$ cat src/rtl/icache_if.sv
`default_nettype none
// ============================================================================
//  Module   : icache_if
//  Purpose  : Datapath and memory-control signal bundle for the icache.
//             The slave modport is the cache side and the master modport is
//             the side that drives requests and memory responses.
//  Revision : 1.0 - initial release
// ============================================================================
interface icache_if #(
  parameter int CNTW = 16
);
  logic            imemREN;
  logic [31:0]     imemaddr;
  logic            flush;
  logic            ihit;
  logic [31:0]     imemload;
  logic            iREN;
  logic [31:0]     iaddr;
  logic            iwait;
  logic [31:0]     iload;
  logic [CNTW-1:0] misscount;

  modport slave (
    input  imemREN, imemaddr, flush, iwait, iload,
    output ihit, imemload, iREN, iaddr, misscount
  );

  modport master (
    output imemREN, imemaddr, flush, iwait, iload,
    input  ihit, imemload, iREN, iaddr, misscount
  );
endinterface
`default_nettype wire

$ cat src/rtl/icache.sv
`default_nettype none
// ============================================================================
//  Module   : icache
//  Purpose  : Direct-mapped, one-word-per-entry instruction cache with a
//             single outstanding memory fetch and a saturating miss counter.
//  Revision : 1.0 - initial release
// ============================================================================
module icache #(
  parameter int SETS = 16,
  parameter int CNTW = 16
) (
  input  logic     CLK,
  input  logic     nRST,
  icache_if.slave  bus
);

  localparam int IDXW = $clog2(SETS);
  localparam int TAGW = 30 - IDXW;
  localparam logic [CNTW-1:0] CNT_ONE = {{(CNTW-1){1'b0}}, 1'b1};

  typedef enum logic [0:0] {
    IDLE  = 1'b0,
    FETCH = 1'b1
  } state_t;

  state_t          state_q, state_d;
  logic [SETS-1:0] valid_q;
  logic [TAGW-1:0] tag_q  [SETS];
  logic [31:0]     data_q [SETS];
  logic [31:0]     missaddr_q, missaddr_d;
  logic [CNTW-1:0] misscount_q, misscount_d;

  logic [IDXW-1:0] req_idx;
  logic [TAGW-1:0] req_tag;
  logic [IDXW-1:0] miss_idx;
  logic [TAGW-1:0] miss_tag;
  logic            hit;
  logic            fill;

  // The byte offset bits of the request are never looked at.
  assign req_idx  = bus.imemaddr[IDXW+1:2];
  assign req_tag  = bus.imemaddr[31:IDXW+2];
  assign miss_idx = missaddr_q[IDXW+1:2];
  assign miss_tag = missaddr_q[31:IDXW+2];

  // Hits are only reported while no fetch is in flight.
  assign hit = bus.imemREN & (state_q == IDLE) & valid_q[req_idx]
             & (tag_q[req_idx] == req_tag);

  assign bus.ihit      = hit;
  assign bus.imemload  = hit ? data_q[req_idx] : 32'h0;
  assign bus.iREN      = (state_q == FETCH);
  assign bus.iaddr     = (state_q == FETCH) ? missaddr_q : 32'h0;
  assign bus.misscount = misscount_q;

  // Next-state logic: start a fetch on a miss, finish it when memory answers;
  // flush always wins over a completing fill.
  always_comb begin
    state_d     = state_q;
    missaddr_d  = missaddr_q;
    misscount_d = misscount_q;
    fill        = 1'b0;
    case (state_q)
      IDLE: begin
        if (!bus.flush && bus.imemREN && !hit) begin
          missaddr_d = {bus.imemaddr[31:2], 2'b00};
          if (misscount_q != {CNTW{1'b1}}) begin
            misscount_d = misscount_q + CNT_ONE;
          end
          state_d = FETCH;
        end
      end
      FETCH: begin
        if (bus.flush) begin
          state_d = IDLE;
        end else if (!bus.iwait) begin
          fill    = 1'b1;
          state_d = IDLE;
        end
      end
      default: state_d = IDLE;
    endcase
  end

  // Control registers: state, latched miss address and miss counter.
  always_ff @(posedge CLK or negedge nRST) begin
    if (!nRST) begin
      state_q     <= IDLE;
      missaddr_q  <= 32'h0;
      misscount_q <= '0;
    end else begin
      state_q     <= state_d;
      missaddr_q  <= missaddr_d;
      misscount_q <= misscount_d;
    end
  end

  // Entry storage: flush drops every valid bit, a fill writes one entry.
  always_ff @(posedge CLK or negedge nRST) begin
    if (!nRST) begin
      valid_q <= '0;
      for (int i = 0; i < SETS; i++) begin
        tag_q[i]  <= '0;
        data_q[i] <= 32'h0;
      end
    end else if (bus.flush) begin
      valid_q <= '0;
    end else if (fill) begin
      valid_q[miss_idx] <= 1'b1;
      tag_q[miss_idx]   <= miss_tag;
      data_q[miss_idx]  <= bus.iload;
    end
  end

endmodule
`default_nettype wire

$ cat src/flat_wrapper.sv
// flat-port wrapper written by rule: the top's interface ports become plain ports
module icache_flat 
#(
  parameter int SETS = 16,
  parameter int CNTW = 16
)
  (CLK, nRST, bus_imemREN, bus_imemaddr, bus_flush, bus_iwait, bus_iload, bus_ihit, bus_imemload, bus_iREN, bus_iaddr, bus_misscount);
  icache_if #(.CNTW(CNTW)) bus_i ();
  input  logic CLK;
  input  logic nRST;
  input wire logic [$bits(bus_i.imemREN)-1:0] bus_imemREN;
  input wire logic [$bits(bus_i.imemaddr)-1:0] bus_imemaddr;
  input wire logic [$bits(bus_i.flush)-1:0] bus_flush;
  input wire logic [$bits(bus_i.iwait)-1:0] bus_iwait;
  input wire logic [$bits(bus_i.iload)-1:0] bus_iload;
  output wire logic [$bits(bus_i.ihit)-1:0] bus_ihit;
  output wire logic [$bits(bus_i.imemload)-1:0] bus_imemload;
  output wire logic [$bits(bus_i.iREN)-1:0] bus_iREN;
  output wire logic [$bits(bus_i.iaddr)-1:0] bus_iaddr;
  output wire logic [$bits(bus_i.misscount)-1:0] bus_misscount;
  assign bus_i.imemREN = bus_imemREN;
  assign bus_i.imemaddr = bus_imemaddr;
  assign bus_i.flush = bus_flush;
  assign bus_i.iwait = bus_iwait;
  assign bus_i.iload = bus_iload;
  assign bus_ihit = bus_i.ihit;
  assign bus_imemload = bus_i.imemload;
  assign bus_iREN = bus_i.iREN;
  assign bus_iaddr = bus_i.iaddr;
  assign bus_misscount = bus_i.misscount;
  icache #(.SETS(SETS), .CNTW(CNTW)) u_core (.CLK(CLK), .nRST(nRST), .bus(bus_i));
endmodule
$ cat config.mk
export PLATFORM = sky130hd
export DESIGN_NAME = icache_flat
export DESIGN_NICKNAME = d
export VERILOG_FILES = /design/src/rtl/icache_if.sv /design/src/rtl/icache.sv /design/src/flat_wrapper.sv
export SDC_FILE = /design/constraint.sdc
export NUM_CORES = 1
export LEC_CHECK = 0
export CORE_ASPECT_RATIO = 2
export CORE_MARGIN = 4
export CORE_UTILIZATION = 55
export DETAILED_ROUTE_END_ITERATION = 10
export GPL_TIMING_DRIVEN = 0
export PLACE_DENSITY = 0.77
export REMOVE_ABC_BUFFERS = 1
export SETUP_SLACK_MARGIN = 0.4
export SLEW_MARGIN = 10
export SYNTH_ARGS = -nofsm -noshare
export SYNTH_HDL_FRONTEND = slang
export SYNTH_SLANG_ARGS = --single-unit
$ cat constraint.sdc
create_clock -name CLK -period 8.4 [get_ports CLK]
set_clock_uncertainty 0.05 [all_clocks]
set_input_delay 0.84 -clock CLK [delete_from_list [all_inputs] [get_ports CLK]]
set_output_delay 0.84 -clock CLK [all_outputs]
set_load 0.05 [all_outputs]
* Word level (Yosys, flattened, before mapping) *
Cells that the tools add are included.

storage, ports and cells
  register bits after elaboration = 991
  input bits = 69

cells by class
  add/sub/neg operators = 1
  order comparisons = 6
  eq/ne operators = 2
  muxes and demuxes = 27
  bitwise logic cells = 8
  reduce and logical (&&, ||, !) cells = 10

operators with widths
  kind                                                        count
  bitwise mux 512 bit                                         1
  bitwise mux 416 bit                                         1
  2-to-1 mux 32 bit                                           5
  binary-select mux 32 bit (select 4 bit)                     1
  demux 32 bit (select 4 bit)                                 1
  binary-select mux 26 bit (select 4 bit)                     1
  demux 26 bit (select 4 bit)                                 1
  2-to-1 mux 26 bit                                           3
  2-to-1 mux 16 bit                                           2
  equality test 26 bit                                        1
  adder 16 x 1 -> 16 bit, second input constant               1
  != test 16 bit, second input constant                       1
  OR 16 bit                                                   1
  >= comparator 5 bit, second input constant                  2
  less-than comparator 4 x 5 -> 1 bit, second input constant  2
  NOT 4 -> 5 bit                                              2
  2-to-1 mux 1 bit                                            8
  less-than comparator 5 x 1 -> 1 bit, second input constant  1
  binary-select mux 1 bit (select 4 bit)                      1
  demux 1 bit (select 4 bit)                                  1
  >= comparator 4 x 1 -> 1 bit, second input constant         1
  logical AND 1 bit                                           4
  AND reduction 2 bit                                         2
  bitwise AND 1 bit                                           3
  5 further kinds                                             7

* Logic depth before layout (Yosys ltp) *
Gate-level depths: netlist (run 1).

  word-level depth = 10
  gate-level depth with buffers = 13
  gate-level depth less buffers = 9

* Worst setup path before layout (run 1) *
Ideal clock, no wire load.

  path type = in2out
  from = in bus_imemaddr[2]
  to = out bus_imemload[0]
  arrival time = 4.128 ns
  data required time = 7.510 ns
  setup slack = 3.382 ns
  stages on the path = 13
  buffers on the path = 6
  cell sequence = buf_2 > buf_2 > buf_2 > buf_2 > mux2i_1 > mux2i_1 > xor2_1 > nor4_1 > o2111ai_1 > or4_4 > buf_2 > buf_2 > nor2b_1

between the ends
  cells in the longest elaborated chain, start to end = 7
  elaborated cells on any way between the ends = 13

RTL lines
  what                                                   line                        text
  start, declared                                        flat_wrapper.sv:12          input wire logic [$bits(bus_i.imemaddr)-1:0] bus_imemaddr;
  NOT 4 -> 5 bit (implied by the code)                   icache.sv:48, icache.sv:51
  binary-select mux 26 bit (select 4 bit)                icache.sv:48                & (tag_q[req_idx] == req_tag);
  2-to-1 mux 26 bit (implied by the code) (2 in series)  icache.sv:48
  equality test 26 bit                                   icache.sv:48
  bitwise AND 1 bit                                      icache.sv:48
  2-to-1 mux 32 bit *                                    icache.sv:51                assign bus.imemload = hit ? data_q[req_idx] : 32'h0;
  end, declared                                          flat_wrapper.sv:17          output wire logic [$bits(bus_i.imemload)-1:0] bus_imemload;

Every way passes the cells marked *; elsewhere a longest branch is shown, timed or not. The select of a mux whose other input is x is not followed.

* Final worst setup path (run 1) *
  from = in bus_imemaddr[2]
  to = out bus_imemload[16]

The elaborated chain is that of the path after synthesis.

==> metrics.yaml, run 1 <==
floorplan:
  die_h_microns: 412.2
  die_w_microns: 210.1
  die_area_sq_um: 86590
  coreArea_sq_um: 81290
  rows: 148
  start_util_pct: 55.26
  ios: 151
power:
  p_total_mw: 12.28
  powerDensity_nw_per_um2: 240.0
  p_leak_nw: 23.89
  ir_drop_mv: 0.1403
layout:
  drive_above_1_share_pct: 49.05
  nFillCells: 5690
  final_net_count: 2909
  area_growth_pct: 13.94
  final_util_pct: 62.96
routing:
  drtIter0Drc: 1501
  wl_mm: 109.6
  drc: 0
  first_pass_iters: 5
  via_per_inst: 6.278
  vias: 24870
  ant_nets: 0
  wl_per_cell_microns: 27.66
critical_path:
  cp.depth: 12
  crit_chain: "buf_8 -> buf_16 -> buf_16 -> mux4_2 -> mux2i_1 -> mux2i_1 -> xnor2_1 -> and4_1 -> nand3_1 -> or4_4 -> nor2b_1 -> clkdlybuf4s50_1"
  required_ps: 7510
  worstSetupStartpoint: "bus_imemaddr[2]"
  ff2ff_setup_slack_ps: 3440
  worstPathArrival_ps: 6330
  cp_max_fo: 58
  cp_top_family: "simple AND/OR/NAND/NOR gates"
  crit_type: "in2out"
  cp_slowest_cell: "or4_4"
  r2r_start: "u_core.tag_q[20]$_DFFE_PN0P_"
  regToRegEndpoint: "u_core.missaddr_q[31]$_DFFE_PN0P_"
  crit_end: "bus_imemload[16]"
  worstSetupStartpointType: "input port"
  crit_buf_inv: 4
  crit_path_max_incr_delay_ps: 940
  worst_setup_path_end_kind: "output pin"
  r2r_cells: 9
synth:
  synth_area_leader_cell: "dfrtp_1"
  synth_edf_count: 0
  synth_seq_cells: 991
  ys_top_cells_by_area: "dfrtp_1 55%, mux2_2 24%, mux4_2 13%, clkbuf_1 1.4%, mux2_1 0.80%"
  yosys-top-cells-count: "991 x dfrtp_1, 939 x mux2_2, 269 x mux4_2"
  synth_most_common_cell: "dfrtp_1"
  ys_async_sr_fraction_pct: 100.0
  ys_seq_area_share_pct: 55.21
  synth_warnings: 0
  synth_cell_types: 51
  netlist_instances: 2794
  synth_top_area_share_pct: 55.21
  avgSynthCellArea_sq_um: 16.08
  ys.flop_type: "dfrtp_1"
  netlist_area_sq_um: 44920
timing:
  setup_viol: 0
  final-max-slew-violation-count: 0
  max_freq_mhz: 138.6
  worstMarginPinSlew_ps: 1254
  slew-limit-headroom_pct: 16.08
  fin_tns_setup_ps: 0
  hold_viol: 0
  fin_crit_ps: 7217
  rsz0062_at_grt: "no"
  period_share_pct: 85.92
  whs_ps: 46.39
grt:
  first_global_vias: 28540
  antenna_found_initial: 4
  grt_pass1_wl_mm: 170.3
  grt_usage_pct: 25.76
  grt_overflow: 0
  grt_max_degree: 130
outcome:
  status: "completed"
hold_path:
  holdCritPathClass: "in2async"
place:
  gp_congestion: 0.7656
  port_buffers: 146
  dp_hpwl_mm: 67.08
cts:
  cts_buffers: 85
  path_clk_slew_ps: 60
  clkLatencyLatePin_ps: 680
  ctsResizeCount: 0
  cts.path.max_buffers: 3
  cts-root-buf: "clkbuf_16"
  cts_setup_buffers: 0
  cts_hold_buf: 0
  cts_max_level: 3
  cts_sinks: 991
  tritoncts: "yes"
job:
  drv_cap: 0
## how the worst min path moves through the flow
stage	start	end	slack, ps	depth (start not counted)
after floorplan	u_core.valid_q[13]$_DFFE_PN0P_	u_core.valid_q[13]$_DFFE_PN0P_	410	2
after global placement	u_core.valid_q[9]$_DFFE_PN0P_	u_core.valid_q[9]$_DFFE_PN0P_	420	2
after detailed placement	u_core.data_q[290]$_DFFE_PN0P_	u_core.data_q[290]$_DFFE_PN0P_	440	1
after CTS	nRST	u_core.data_q[329]$_DFFE_PN0P_	20	1
after global routing	nRST	u_core.tag_q[115]$_DFFE_PN0P_	60	1
final	nRST	u_core.tag_q[115]$_DFFE_PN0P_	50	1
## where the power goes
| group | leakage [nW] | switching [mW] | internal, mW |
|---|---|---|---|
| clock network | 1.44 | 1.76 | 2.37 |
| registers | 13.5 | 0.565 | 5.62 |
| logic | 8.99 | 0.761 | 1.20 |
## placed cells by master (no fill, tap or decap), types with 28 or more instances in the layout
cell	netlist	final
and2_1	34	34
buf_16	0	44
clkbuf_16	0	88
clkdlybuf4s50_1	0	141
dfrtp_1	991	990
mux2_1	32	32
mux2_2	939	939
mux2i_1	32	32
mux4_2	269	269
nor2b_1	36	36
xnor2_1	28	28
## state kept, by name, indices dropped and copies added (netlist names)
name / flops
u_core.valid_q: 16
u_core.data_q: 512
u_core.tag_q: 416
u_core.bus.misscount: 16
u_core.bus.iREN: 1
u_core.missaddr_q: 30
## cell type report
class / instances / area, sq um / area share (%)
repair buffers: 202 / 2930 / 5.725
clock buffers: 129 / 2536 / 4.955
well taps: 1050 / 1314 / 2.567
multi-input cells: 1544 / 19140 / 37.40
diodes: 5 / 12.51 / 0.02445
flip-flops and latches: 991 / 24800 / 48.46
clock inverters: 26 / 385.4 / 0.7530
inverters: 15 / 58.81 / 0.1149
## through the flow
step / instances / setup slack (ps) / area [sq um]
4_1_cts: 3957 / 1041 / 51170
2_1_floorplan: 2550 / 3479 / 43900
5_1_grt: 3957 / 933.6 / 51170
6_report: 3962 / 1183 / 51180
3_3_place_gp: 3746 / -33550 / 46670
3_5_place_dp: 3802 / 1058 / 48250
## cells by family after synthesis
| family | count (synthesis) | share of synthesized area [%] |
|---|---|---|
| simple gates | 178 | 2.220 |
| mux | 1272 | 38.54 |
| buf+inv | 260 | 2.409 |
| fa+ha+maj | 1 | 0.02785 |
| other cells | 1 | 0.008348 |
| flops | 991 | 55.21 |
| xor+xnor | 47 | 0.9164 |
| compound gates | 44 | 0.6713 |
## layer usage
metal  part of all wire, %  global-route usage [%]  routed length [microns]  up-vias
met3                   4.4                   4.422                     4798      214
met5                 0.018                       0                       20        -
met4                   3.3                   9.425                     3634        2
li1                      -                       -                        -    10430
met1                    38                   31.57                    42070    13610
met2                    54                   45.89                    59060      623
Note: power is estimated with default switching activity, not from simulation.
==> inputs of run 2 (changes only) <==
- CORE_MARGIN: 4 -> 1.5
- GPL_TIMING_DRIVEN: 0 -> not set
==> run 2 against run 1 <==
Hold slack better by 140 ps. Clock power is 2% lower. Die area is 3.6% lower. Register-to-register slack worse by 60 ps. Wire length is 0.30% lower. Worst setup slack better by 350 ps. Non-clock buffer count is 15 lower. Critical path type unchanged. Largest cell class unchanged.
==> metrics.yaml, run 2 (synthesis gave the netlist of run 1 again) <==
floorplan:
  coreArea_sq_um: 81110
  start_util_pct: 55.38
  die_w_microns: 205.1
  rows: 148
  die_h_microns: 407.2
  die_area_sq_um: 83500
  ios: 151
layout:
  top_register: "u_core.data_q"
  nFillCells: 5996
  area_growth_pct: 11.24
  drive_above_1_share_pct: 48.93
  final_common_cell: "dfrtp_1"
  largest_register_ffs: 512
  final_net_count: 2893
  final_util_pct: 61.61
  layout_common_cells: "991 x dfrtp_1, 939 x mux2_2, 269 x mux4_2"
  final_cells: 3937
  reg_top3: "u_core.data_q: 512 flops, u_core.tag_q: 416 flops, u_core.missaddr_q: 30 flops"
  regArea_sq_um: 24800
  multi_input_area_sq_um: 19140
outcome:
  status: "completed"
grt:
  antenna_found_initial: 6
  first_global_vias: 27990
  grt_pass1_wl_mm: 168.8
  grt_max_degree: 212
  grt_usage_pct: 27.01
  grt_overflow: 0
cts:
  cts-root-buf: "clkbuf_16"
  cts_hold_buf: 0
  cts_sinks: 991
  cts_buffers: 84
  ctsResizeCount: 0
  clkLatencyLatePin_ps: 680
  tritoncts: "yes"
  cts_max_level: 3
  path_clk_slew_ps: 60
  cts.path.max_buffers: 3
  cts_setup_buffers: 0
power:
  p_leak_nw: 23.43
  combPwrFrac_pct: 16.1
  powerDensity_nw_per_um2: 243.6
  intPower_mw: 9.069
  seqPwrFrac_pct: 50.8
  power_switching_mw: 3.104
  clkPwrFrac_pct: 33.2
  ir_drop_mv: 0.1690
  swShare_pct: 25.50
timing:
  setup_viol: 0
  fin_crit_ps: 6869
  max_freq_mhz: 145.6
  slew-limit-headroom_pct: 18.84
  whs_ps: 182.4
  fin_tns_setup_ps: 0
  final-max-slew-violation-count: 0
  hold_viol: 0
  setup_ws_ps: 1531
  worstMarginPinSlew_ps: 1217
  period_share_pct: 81.78
  rsz0062_at_grt: "no"
critical_path:
  worst_setup_path_end_kind: "output pin"
  worstPathArrival_ps: 5980
  crit_buf_inv: 3
  crit_type: "in2out"
  cp_slowest_cell: "or4_4"
  required_ps: 7510
  cpMostUsedCell: "mux4_2"
  crit_path_max_incr_delay_ps: 840
  crit_chain: "buf_6 -> buf_4 -> mux4_2 -> mux4_2 -> xor2_1 -> nor4_1 -> nand3_1 -> or4_4 -> nor2b_1 -> clkdlybuf4s50_1"
  cp_top_family: "buffers and inverters"
  cp_max_fo: 55
  worstSetupStartpointType: "input port"
routing:
  vias: 24720
  first_pass_iters: 5
  drc: 0
  ant_nets: 0
  wl_per_cell_microns: 27.75
  via_per_inst: 6.279
  wl_mm: 109.3
  drtIter0Drc: 1572
hold_path:
  holdCritPathClass: "in2async"
place:
  port_buffers: 146
  gp_congestion: 0.7825
  pre_cts_ws_ps: 1427
  placed_cells: 3787
  dp_hpwl_mm: 61.81
job:
  drv_cap: 0
[run 2: cell count changes in the layout (fill, tap and decap cells not counted), moves of 2 or more]
cell | before | now
clkinv_4 | 2 | 0
buf_4 | 1 | 38
bufinv_16 | 9 | 6
clkinv_2 | 11 | 17
diode_2 | 5 | 1
buf_8 | 4 | 2
clkbuf_1 | 23 | 15
clkbuf_8 | 18 | 21
buf_16 | 44 | 0
buf_12 | 12 | 4
[run 2: per-stage QoR]
step / cell area [sq um] / total power [mW]
after CTS: 49970 / 12.26
after floorplan: 43900 / 7.455
after detailed placement: 47150 / 8.229
final: 49970 / 12.17
after global routing: 49970 / 12.65
after global placement: 47150 / 8.006
[run 2: path summary, 6_finish.rpt]
check	from	end	slack, ps	cells after the start
setup / recovery	bus_imemaddr[4]	bus_imemload[24]	1530	10
hold / removal	nRST	u_core.data_q[332]$_DFFE_PN0P_	180	1
setup reg to reg	u_core.tag_q[219]$_DFFE_PN0P_	u_core.missaddr_q[22]$_DFFE_PN0P_	3380	10
hold reg to reg	u_core.tag_q[352]$_DFFE_PN0P_	u_core.tag_q[352]$_DFFE_PN0P_	450	1
max in group asynchronous	nRST	u_core.data_q[90]$_DFFE_PN0P_	5680	3
min in group CLK	u_core.tag_q[352]$_DFFE_PN0P_	u_core.tag_q[352]$_DFFE_PN0P_	450	1
[run 2: layout make-up]
cell class,instances,share of cell area (%)
Tap cell,1050,2.629
Timing Repair Buffer,187,3.666
Clock inverter,27,0.6285
Antenna cell,1,0.005008
Multi-Input combinational cell,1544,38.31
Sequential cell,991,49.63
Inverter,15,0.1152
Clock buffer,122,5.020
[run 2: power groups by stage]
stage | Sequential, mW | Combinational, mW | Clock [mW]
after detailed placement | 6.25 | 1.98 | 0
after floorplan | 6.08 | 1.38 | 0
after global placement | 6.13 | 1.88 | 0
final | 6.18 | 1.96 | 4.04
after CTS | 6.16 | 1.99 | 4.11
after global routing | 6.27 | 2.10 | 4.28
[run 2: layer usage]
metal  up-vias  part of all wire, %  global-route usage [%]  routed length, microns
li1      10330                    -                       -                       -
met1     13560                   39                   33.85                   42750
met2       594                   53                   47.50                   58440
met3       226                  3.8                   3.460                    4179
met4        10                  3.5                   10.21                    3816
met5         -                0.060                       0                      66
